$ cat src/rtl/modulo_buffer_registrador_pkg.sv
// Shared sizing for the buffer/holding-register block and the counter datapath.
package modulo_buffer_registrador_pkg;

    localparam int DATA_W_DEF = 4;
    localparam int DEPTH_DEF  = 4;
    localparam int PTR_W_DEF  = $clog2(DEPTH_DEF);

endpackage : modulo_buffer_registrador_pkg

$ cat src/rtl/modulo_buffer_registrador_fifo.sv
// FIFO storage and pointer bookkeeping. The caller decides push/pop legality;
// this core only moves pointers and occupancy. The head entry is read
// combinationally from storage, so the caller can capture it on the pop edge.
module modulo_fifo_core
    import modulo_buffer_registrador_pkg::*;
#(
    parameter int DATA_W = DATA_W_DEF,
    parameter int DEPTH  = DEPTH_DEF,
    localparam int PTR_W = $clog2(DEPTH)
) (
    input  logic              clk,
    input  logic              rst,
    input  logic              push,
    input  logic              pop,
    input  logic [DATA_W-1:0] wdata,
    output logic [DATA_W-1:0] rdata,
    output logic [PTR_W:0]    count,
    output logic              empty,
    output logic              full
);

    logic [DATA_W-1:0] mem_q [DEPTH];
    logic [DATA_W-1:0] mem_d [DEPTH];
    logic [PTR_W-1:0]  wr_ptr_q, wr_ptr_d;
    logic [PTR_W-1:0]  rd_ptr_q, rd_ptr_d;
    logic [PTR_W:0]    count_q, count_d;

    // Next-state: pointers wrap naturally since DEPTH is a power of two.
    always_comb begin
        mem_d    = mem_q;
        wr_ptr_d = wr_ptr_q;
        rd_ptr_d = rd_ptr_q;
        count_d  = count_q;
        if (push) begin
            mem_d[wr_ptr_q] = wdata;
            wr_ptr_d        = wr_ptr_q + PTR_W'(1);
        end
        if (pop) begin
            rd_ptr_d = rd_ptr_q + PTR_W'(1);
        end
        case ({push, pop})
            2'b10:   count_d = count_q + (PTR_W+1)'(1);
            2'b01:   count_d = count_q - (PTR_W+1)'(1);
            default: count_d = count_q;
        endcase
    end

    // Pointer and occupancy registers; reset discards contents logically.
    always_ff @(posedge clk or posedge rst) begin
        if (rst) begin
            wr_ptr_q <= '0;
            rd_ptr_q <= '0;
            count_q  <= '0;
        end else begin
            wr_ptr_q <= wr_ptr_d;
            rd_ptr_q <= rd_ptr_d;
            count_q  <= count_d;
        end
    end

    // Storage array; contents are not cleared by reset.
    always_ff @(posedge clk) begin
        mem_q <= mem_d;
    end

    assign rdata = mem_q[rd_ptr_q];
    assign count = count_q;
    assign empty = (count_q == '0);
    assign full  = (count_q == (PTR_W+1)'(DEPTH));

endmodule : modulo_fifo_core

$ cat src/rtl/modulo_buffer_registrador.sv
// Input FIFO plus holding register feeding the counter datapath.
// The holding register refills from the FIFO head whenever it is empty or the
// counter FSM releases it with Clear_Reg. There is no bypass: a value always
// spends at least one cycle in the FIFO before reaching data_reg.
module modulo_buffer_registrador
    import modulo_buffer_registrador_pkg::*;
#(
    parameter int DATA_W = DATA_W_DEF,
    parameter int DEPTH  = DEPTH_DEF
) (
    input  logic                    clk,
    input  logic                    rst,
    input  logic                    enable,
    input  logic                    wr_en,
    input  logic [DATA_W-1:0]       data_in,
    input  logic                    Clear_Reg,
    output logic [DATA_W-1:0]       data_reg,
    output logic                    Load_Reg,
    output logic                    EmptyBuffer,
    output logic                    FullBuffer,
    output logic [$clog2(DEPTH):0]  count,
    output logic                    overflow
);

    localparam int PTR_W = $clog2(DEPTH);

    logic [DATA_W-1:0] data_reg_q, data_reg_d;
    logic              load_reg_q, load_reg_d;
    logic              overflow_q, overflow_d;

    logic              fifo_push, fifo_pop;
    logic              fifo_empty, fifo_full;
    logic [DATA_W-1:0] fifo_head;
    logic [PTR_W:0]    fifo_count;

    // Pop/push decisions; a full FIFO still accepts a write if it pops too.
    always_comb begin
        fifo_pop   = enable && !fifo_empty && (!load_reg_q || Clear_Reg);
        fifo_push  = enable && wr_en && (!fifo_full || fifo_pop);
        overflow_d = enable && wr_en && fifo_full && !fifo_pop;
    end

    // Holding register: refill on pop, release when cleared with nothing queued.
    always_comb begin
        data_reg_d = data_reg_q;
        load_reg_d = load_reg_q;
        if (fifo_pop) begin
            data_reg_d = fifo_head;
            load_reg_d = 1'b1;
        end else if (enable && Clear_Reg) begin
            load_reg_d = 1'b0;
        end
    end

    // Holding register and overflow pulse flops.
    always_ff @(posedge clk or posedge rst) begin
        if (rst) begin
            data_reg_q <= '0;
            load_reg_q <= 1'b0;
            overflow_q <= 1'b0;
        end else begin
            data_reg_q <= data_reg_d;
            load_reg_q <= load_reg_d;
            overflow_q <= overflow_d;
        end
    end

    modulo_fifo_core #(
        .DATA_W (DATA_W),
        .DEPTH  (DEPTH)
    ) u_fifo (
        .clk   (clk),
        .rst   (rst),
        .push  (fifo_push),
        .pop   (fifo_pop),
        .wdata (data_in),
        .rdata (fifo_head),
        .count (fifo_count),
        .empty (fifo_empty),
        .full  (fifo_full)
    );

    assign data_reg    = data_reg_q;
    assign Load_Reg    = load_reg_q;
    assign overflow    = overflow_q;
    assign count       = fifo_count;
    assign EmptyBuffer = fifo_empty;
    assign FullBuffer  = fifo_full;

endmodule : modulo_buffer_registrador

$ cat config.mk
export PLATFORM = sky130hd
export DESIGN_NAME = modulo_buffer_registrador
export DESIGN_NICKNAME = d
export VERILOG_FILES = /design/src/rtl/modulo_buffer_registrador_pkg.sv /design/src/rtl/modulo_buffer_registrador_fifo.sv /design/src/rtl/modulo_buffer_registrador.sv
export SDC_FILE = /design/constraint.sdc
export NUM_CORES = 1
export LEC_CHECK = 0
export ABC_AREA = 0
export CORE_ASPECT_RATIO = 2
export CORE_UTILIZATION = 40
export CTS_CLUSTER_DIAMETER = 200
export CTS_CLUSTER_SIZE = 24
export DETAILED_ROUTE_END_ITERATION = 10
export PLACE_DENSITY = 0.6
export SYNTH_ARGS = -nofsm -noshare
export SYNTH_HDL_FRONTEND = slang
export SYNTH_SLANG_ARGS = --single-unit
$ cat constraint.sdc
create_clock -name clk -period 2.9 [get_ports clk]
set_clock_uncertainty 0.1 [all_clocks]
set_input_delay 0.58 -clock clk [delete_from_list [all_inputs] [get_ports clk]]
set_output_delay 0.58 -clock clk [all_outputs]
set_load 0.01 [all_outputs]
==> results.py <==
metrics = {
    "outcome": {
        "outcome": "finished clean",
    },
    "synthesis": {
        "syn_area_um2": 1260,
        "synth_mux_area_share_pct": 12.7,
        "synth_top_family_by_area": "multiplexers",
        "synthAdderAreaFrac_pct": 6.57,
        "yosysWarnings": 0,
        "postSynthCellCount": 81,
        "post_synth.cell_area_avg_um2": 15.5,
        "synth-seq-cells": 29,
        "synth_xor_area_share_pct": 4.18,
        "synth_edf_count": 16,
        "synth_simple_gate_area_share_pct": 4.88,
        "async_flop_share_pct": 44.8,
        "yosysSeqAreaShare_pct": 64.1,
        "syn-num-nets": 96,
        "synth.distinct_cells": 22,
        "ys.flop_type": "edfxtp_1",
        "synth_compound_area_share_pct": 2.99,
    },
    "worst_setup_path": {
        "crit_path_frequent_cell": "xor2_1",
        "cp.arrival_ns": 2.61,
        "r2r_end": "u_fifo.count[2]",
        "critPathKind": "in -> reg",
        "worstPathCellList": "clkdlybuf4s50_1 -> nand2b_1 -> o211ai_4 -> ha_1 -> inv_1 -> fa_1 -> xor2_1 -> nor2_1 -> xor2_1",
        "critPathMaxStageDelay_ns": 0.42,
        "reg2reg_from": "u_fifo.count[0]",
        "worstPathMaxFanout": 7,
        "critPathSlowestCell": "clkdlybuf4s50_1",
        "rrSetupSlack_ns": 0.49,
        "path_delay_family": "adder cells",
        "reg2reg_depth": 8,
        "start_kind": "input port",
        "critPathCaptureType": "register",
        "cp.required_ns": 2.99,
        "path_buf_inv": 2,
    },
    "floorplan": {
        "core_area_um2": 2980,
        "die_h_um": 81.3,
        "dieArea_um2": 3380,
        "fp.dieW_um": 41.6,
        "initial_core_util_pct": 42.2,
        "rows": 28,
        "top_level_ports": 20,
    },
    "clocking": {
        "clock_latency_ns": 0.27,
        "ctsResizeCount": 0,
        "cts_made_buffers": 5,
        "cts_max_level": 2,
        "cts_tree": "done",
        "cts_hold_buf": 0,
        "cts_setup_buffers": 0,
        "clockBufferDepth": 2,
        "clock-sinks": 29,
        "root_buffer": "clkbuf_8",
        "path_clk_slew_ns": 0.06,
    },
    "power_and_ir_drop": {
        "power_density_nw_per_um2": 975,
        "cellLeakagePower_nw": 0.652,
        "power_frac_seq_pct": 41.9,
        "intPower_w": 0.00111,
        "switching_share_pct": 28.6,
        "power.share.clock_pct": 25.2,
        "p_switching_w": 0.000443,
        "ir_drop_mv": 0.462,
        "comb_power_share_pct": 32.9,
    },
    "finish": {
        "nNetsFinal": 121,
        "drive_above_1_share_pct": 16.8,
        "final.fill_count": 247,
        "area_delta_synth_final_pct": 26.6,
        "design_area_um2": 1590,
        "multi_input_area_um2": 394,
        "largest_register_ffs": 16,
        "n_antenna_cell": 0,
        "regArea_um2": 806,
    },
    "sta": {
        "worst_pin_slew_ns": 0.501,
        "finalSetupViolCount": 0,
        "period_share_pct": 86.8,
        "clock.fmax_mhz": 397,
        "hold_viol_final": 0,
        "min_period_ns": 2.52,
        "tns_ns": 0,
        "whs_ns": 0.405,
        "final.setup.worst_slack_ns": 0.382,
        "relSlewSlack_pct": 66.5,
        "rsz0062_at_grt": "false",
        "finalMaxSlewViolations": 0,
    },
    "detailed_routing": {
        "drt-pass1-iter-count": 4,
        "wl_per_cell_um": 14.4,
        "avgViaCountPerCell": 4.99,
        "drtIter0Drc": 5,
        "drc": 0,
        "postRouteAntennaNets": 0,
        "vias": 683,
        "drt-total-wl_um": 1980,
    },
    "global_routing": {
        "antenna_found_initial": 0,
        "grt_overflow_total": 0,
        "grt_max_degree": 14,
        "grt_pass1_vias": 690,
        "grt_util_all_layers_pct": 13.3,
        "grt_pass1_wl_um": 3260,
    },
    "worst_hold_path": {
        "min_to": "data_reg[1]",
        "holdCritPathClass": "reg -> reg",
        "hold_depth": 1,
        "min_from": "data_reg[1]",
    },
    "run": {
        "maxCapViolCount": 0,
    },
    "place": {
        "placed_area_um2": 1480,
        "port_buffers": 19,
        "dp_slack_ns": 0.0854,
        "dp_hpwl_um": 1500,
        "place.gp.congestion": 0.714,
    },
}
==> cell usage after synthesis (2+ instances only) <==
master | n | area [µm²]
xnor2_1 | 4 | 35.0
nand2_1 | 2 | 7.51
nor2_1 | 5 | 18.8
dfrtp_1 | 13 | 325
ha_1 | 5 | 62.6
edfxtp_1 | 16 | 480
xor2_1 | 2 | 17.5
mux4_2 | 4 | 90.1
inv_1 | 13 | 48.8
mux2_2 | 4 | 45.0
clkbuf_1 | 2 | 7.51
==> kinds of logic after synthesis <==
| group | Yosys count |
|---|---|
| AND/OR/NAND/NOR | 12 |
| flip-flops | 29 |
| multiplexers | 10 |
| XOR/XNOR | 6 |
| adder cells (fa/ha/maj) | 6 |
| buffers and inverters | 15 |
| AO/OA/AOI/OAI | 3 |
==> power by group through the flow <==
stage	clock [W]	sequential (W)	combinational [W]
finish	0.000391	0.000649	0.000510
global route	0.000423	0.000665	0.000557
CTS	0.000402	0.000653	0.000520
detailed placement	0	0.000660	0.000518
global placement	0	0.000658	0.000510
floorplan	0	0.000645	0.000314
==> worst reg2reg max path, delay by kind of cell, from the launching register on <==
family,cells,cell delay [ns]
flops,1,0.42
simple gates,2,0.54
fa+ha+maj,2,0.61
buf+inv,1,0.06
compound gates,1,0.30
xor+xnor,2,0.31
==> placed cells by master, fill, tap and decap left out <==
cell type	count
a211oi_1	1
a22o_1	1
buf_4	1
bufinv_16	1
clkbuf_1	1
clkbuf_8	5
clkdlybuf4s50_1	19
clkinv_1	1
dfrtp_1	13
edfxtp_1	16
fa_1	1
ha_1	5
inv_1	13
mux2_2	4
mux2_4	1
mux2i_1	1
mux4_2	4
nand2_1	2
nand2b_1	1
nand3_1	1
nand4_1	1
nor2_1	5
o211ai_4	1
or3_1	1
or3b_4	1
xnor2_1	4
xor2_1	2
==> per-stage QoR <==
stage	cells	utilization, %	total power (W)
2_1_floorplan	81	-	0.000959
3_3_place_gp	129	49.8	0.00117
3_5_place_dp	129	49.8	0.00118
4_1_cts	137	53.4	0.00158
5_1_grt	137	53.4	0.00165
6_report	137	53.4	0.00155
==> cell type report <==
class	count	share of cell area, %
clock buffers	6	4.56
repair buffers	20	12.4
clock inverters	2	2.12
inverters	13	3.07
well taps	30	2.36
multi-input cells	37	24.8
flip-flops and latches	29	50.7
==> how the worst max path moves through the flow <==
stage / from / end / slack (ns) / cells past startpoint
final: Clear_Reg / u_fifo.count[2] / 0.38 / 9
after global placement: Clear_Reg / u_fifo.count[2] / 0.17 / 9
after CTS: Clear_Reg / u_fifo.count[2] / 0.37 / 9
after global routing: Clear_Reg / u_fifo.count[2] / 0.30 / 9
after detailed placement: Clear_Reg / u_fifo.count[2] / 0.09 / 9
after floorplan: enable / u_fifo.count[2] / 0.59 / 9
==> per-layer routing <==
| layer | wire length, µm | GRT usage [%] | share of wire (%) | vias to the layer above |
|---|---|---|---|---|
| li1 | - | - | - | 327 |
| met1 | 786 | 15.1 | 40 | 336 |
| met2 | 1080 | 21.1 | 55 | 18 |
| met3 | 87 | 5.78 | 4.4 | 2 |
| met4 | 20 | 6.77 | 1.0 | 0 |
| met5 | 0 | 0 | 0 | - |
Power figures use the tool's default switching activity.
==> RTL change: new RTL, same flow settings <==
Change the package constant `DEPTH_DEF` from 4 to 8.
--- a/src/rtl/modulo_buffer_registrador_pkg.sv
+++ b/src/rtl/modulo_buffer_registrador_pkg.sv
@@ -3,5 +3,5 @@
 
     localparam int DATA_W_DEF = 4;
-    localparam int DEPTH_DEF  = 4;
+    localparam int DEPTH_DEF  = 8;
     localparam int PTR_W_DEF  = $clog2(DEPTH_DEF);
 
Ports: changed (resized count); port bits go from 20 to 21. The function was not compared with the original's and may differ.
==> RTL change against the unedited design <==
- die area is 61% higher
- worst setup slack worse by 0.056 ns
- sequential cell count is 19 higher
- area after synthesis is 64% higher
- power is 43% higher
- combinational power is 32% higher
- wire length is 77% higher
- design area is 54% higher
- critical endpoint unchanged
- utilization is 3.6 points lower
==> RTL change: results (changes against the unedited design) <==
The slew of the pin with the lowest slew margin was 0.626 ns (was 0.501 ns); the sequential-to-total area share from yosys stat was 66.1% (was 64.1%). The post-synthesis cell type count is 28 (was 22). The overall fraction of global-route tracks in use is 14.6% (was 13.3%), and the net total in the final layout is 169 (was 121). The quantity of I/O buffers inserted on ports is 20 (was 19). The number of fill cells in the layout was 414 (was 247).

Highest cell delay on the worst timing path: 0.57 ns (was 0.42 ns). The length in cells of the worst reg-to-reg path came out at 9 (was 8). The diode insertion count for antenna repair is 0 (unchanged). Static leakage: 0.000889 uW (was 0.000652 uW). The worst hold path class was reg2reg (unchanged). Dominant cells by area after synthesis: edfxtp_1 (47%), dfrtp_1 (19%), mux4_2 (8.8%), ha_1 (3.0%), xor2_1 (2.6%) (was edfxtp_1 (38%), dfrtp_1 (26%), mux4_2 (7.2%), ha_1 (5.0%), inv_1 (3.9%)). Largest fanout on the critical path: 5 (was 7). The clock root buffer was clkbuf_8 (unchanged).

The count of buffers added by post-CTS timing repair for setup is 0 (unchanged), and the first-pass GRT wire length is 5470 um (was 3260 um). The net count of the mapped netlist is 142 (was 96), and the final estimated routing congestion in global placement is 0.748 (was 0.714). The fraction of met1 tracks used by global routing is 13.6% (was 15.1%), and the largest voltage drop on the vdd net is 0.000552 V (was 0.000462 V).

The post-CTS clock slew at the launch and capture registers of the worst setup and hold paths was 0.08 ns (was 0.06 ns); the number of enable flip-flop cells after synthesis was 32 (was 16). Slowest library cell on the worst path: clkdlybuf4s50_1 (unchanged). The share of flip-flops with an asynchronous set or reset works out to 33.3% (was 44.8%). The run gives 3.07% (was 5.78%) as the met3 demand-to-capacity share in global routing. For the sum of net half-perimeters after detailed placement, the log shows 2740 um (was 1500 um). For the critical path data arrival time, the log shows 2.65 ns (was 2.61 ns). For the met2 demand-to-capacity share in global routing, the log shows 28.8% (was 21.1%).

The insertion delay of the later-clocked pin in the worst-skew pair came out at 0.29 ns (was 0.27 ns). The number of gates given a new drive strength after cts is 0 (unchanged), and the initial antenna violation count is 0 (unchanged). The average vias per placed instance was 5.13 (was 4.99). Deepest clock path buffer count: 2 (unchanged). The detailed-routing iteration count for the pre-antenna-repair pass is 4 (unchanged). The maximum number of pins on one net before global-route repair is 17 (was 14), and the number of violations reported at the end of detailed-routing iteration 0 is 19 (was 5). The instance count along the most critical hold path is 1 (unchanged), and the flip-flop count of the largest register, all copies and words added is 32 (was 16).

For the total routed wirelength, the log shows 3500 um (was 1980 um). Commonest cells in the synthesized netlist: edfxtp_1 (32), dfrtp_1 (16), nor2_1 (13) (was edfxtp_1 (16), dfrtp_1 (13), inv_1 (13)). The hold-fix buffer count after cts is 0 (unchanged). The share of final-layout standard cells stronger than drive strength 1 was 17.9% (was 16.8%). The run finished with clean final reports.

The run gives 5 (unchanged) as the CTS buffer count. The number of warning messages in the yosys log is 0 (unchanged), and the via count of the first global-routing pass is 1,131 (was 690). For the total number of H-tree levels, the log shows 2 (unchanged).
-- RTL change: cell count changes in the layout (fill, tap and decap cells not counted), sizes merged, moves of 2 or more --
cell	change
a21oi	+7
buf	+4
dfrtp	+3
edfxtp	+16
inv	-11
mux2	-2
mux2i	+4
mux4	+4
nand2	+6
nand3b	+3
nor2	+8
nor3	+2
xor2	+4
-- RTL change: cell families (layout without fill, tap and decap cells) --
family	count (synthesis)	count (layout)	synth area share (%)
DFF	48	48	66.1
adders and majority gates	5	5	3.04
xor gates and xnor gates	9	9	3.83
AOI/OAI and AO/OA	9	9	2.92
muxes	16	16	13.0
buffers and inverters	7	35	1.88
and+or+nand+nor	34	34	9.18
-- RTL change: path summary, 6_finish.rpt --
| check | startpoint | slack (ns) | to |
|---|---|---|---|
| worst max-delay path | enable | 0.33 | u_fifo.count[2] |
| worst min-delay path | u_fifo.wr_ptr_q[0] | 0.43 | u_fifo.wr_ptr_q[0] |
| worst max register to register | u_fifo.count[0] | 0.45 | u_fifo.count[2] |
| worst min register to register | u_fifo.wr_ptr_q[0] | 0.43 | u_fifo.wr_ptr_q[0] |
| max in group asynchronous | rst | 1.74 | data_reg[2] |
| min in group asynchronous | rst | 0.56 | u_fifo.rd_ptr_q[2] |
-- RTL change: power by group --
part / leakage, uW / internal (uW) / switching, uW
clock: 0.0000558 / 255 / 209
combinational: 0.000359 / 416 / 258
sequential: 0.000474 / 870 / 217
-- RTL change: worst max-delay path: cells and delay by family --
kind,cells,cell delay (ns)
AOI/OAI and AO/OA,2,0.30
xor gates and xnor gates,3,0.48
adders and majority gates,2,0.45
buffers and inverters,2,0.65
and+or+nand+nor,2,0.18
-- RTL change: stage by stage --
stage	worst slack, ns	area [um^2]	cells	hold WS [ns]	total power (uW)
finish	0.326	2450	213	0.430	2220
global route	0.151	2450	213	0.457	2360
CTS	0.332	2450	213	0.441	2260
detailed placement	0.0199	2340	205	0.417	1790
global placement	0.129	2340	205	0.395	1770
floorplan	0.500	2060	128	0.381	1530
-- RTL change: cell type report --
class                           count  area [um^2]  area share, %
Clock inverter                      3         42.5           1.74
Inverter                            2         7.51          0.307
Tap cell                           57         71.3           2.91
Clock buffer                        5         68.8           2.81
Multi-Input combinational cell     73          658           26.9
Sequential cell                    48         1360           55.6
Timing Repair Buffer               25          238           9.71
-- RTL change: per-layer routing --
| layer | vias to the layer above | wire (um) |
|---|---|---|
| li1 | 529 | - |
| met1 | 534 | 1230 |
| met2 | 23 | 2120 |
| met3 | 7 | 91 |
| met4 | 0 | 66 |
| met5 | - | 0 |
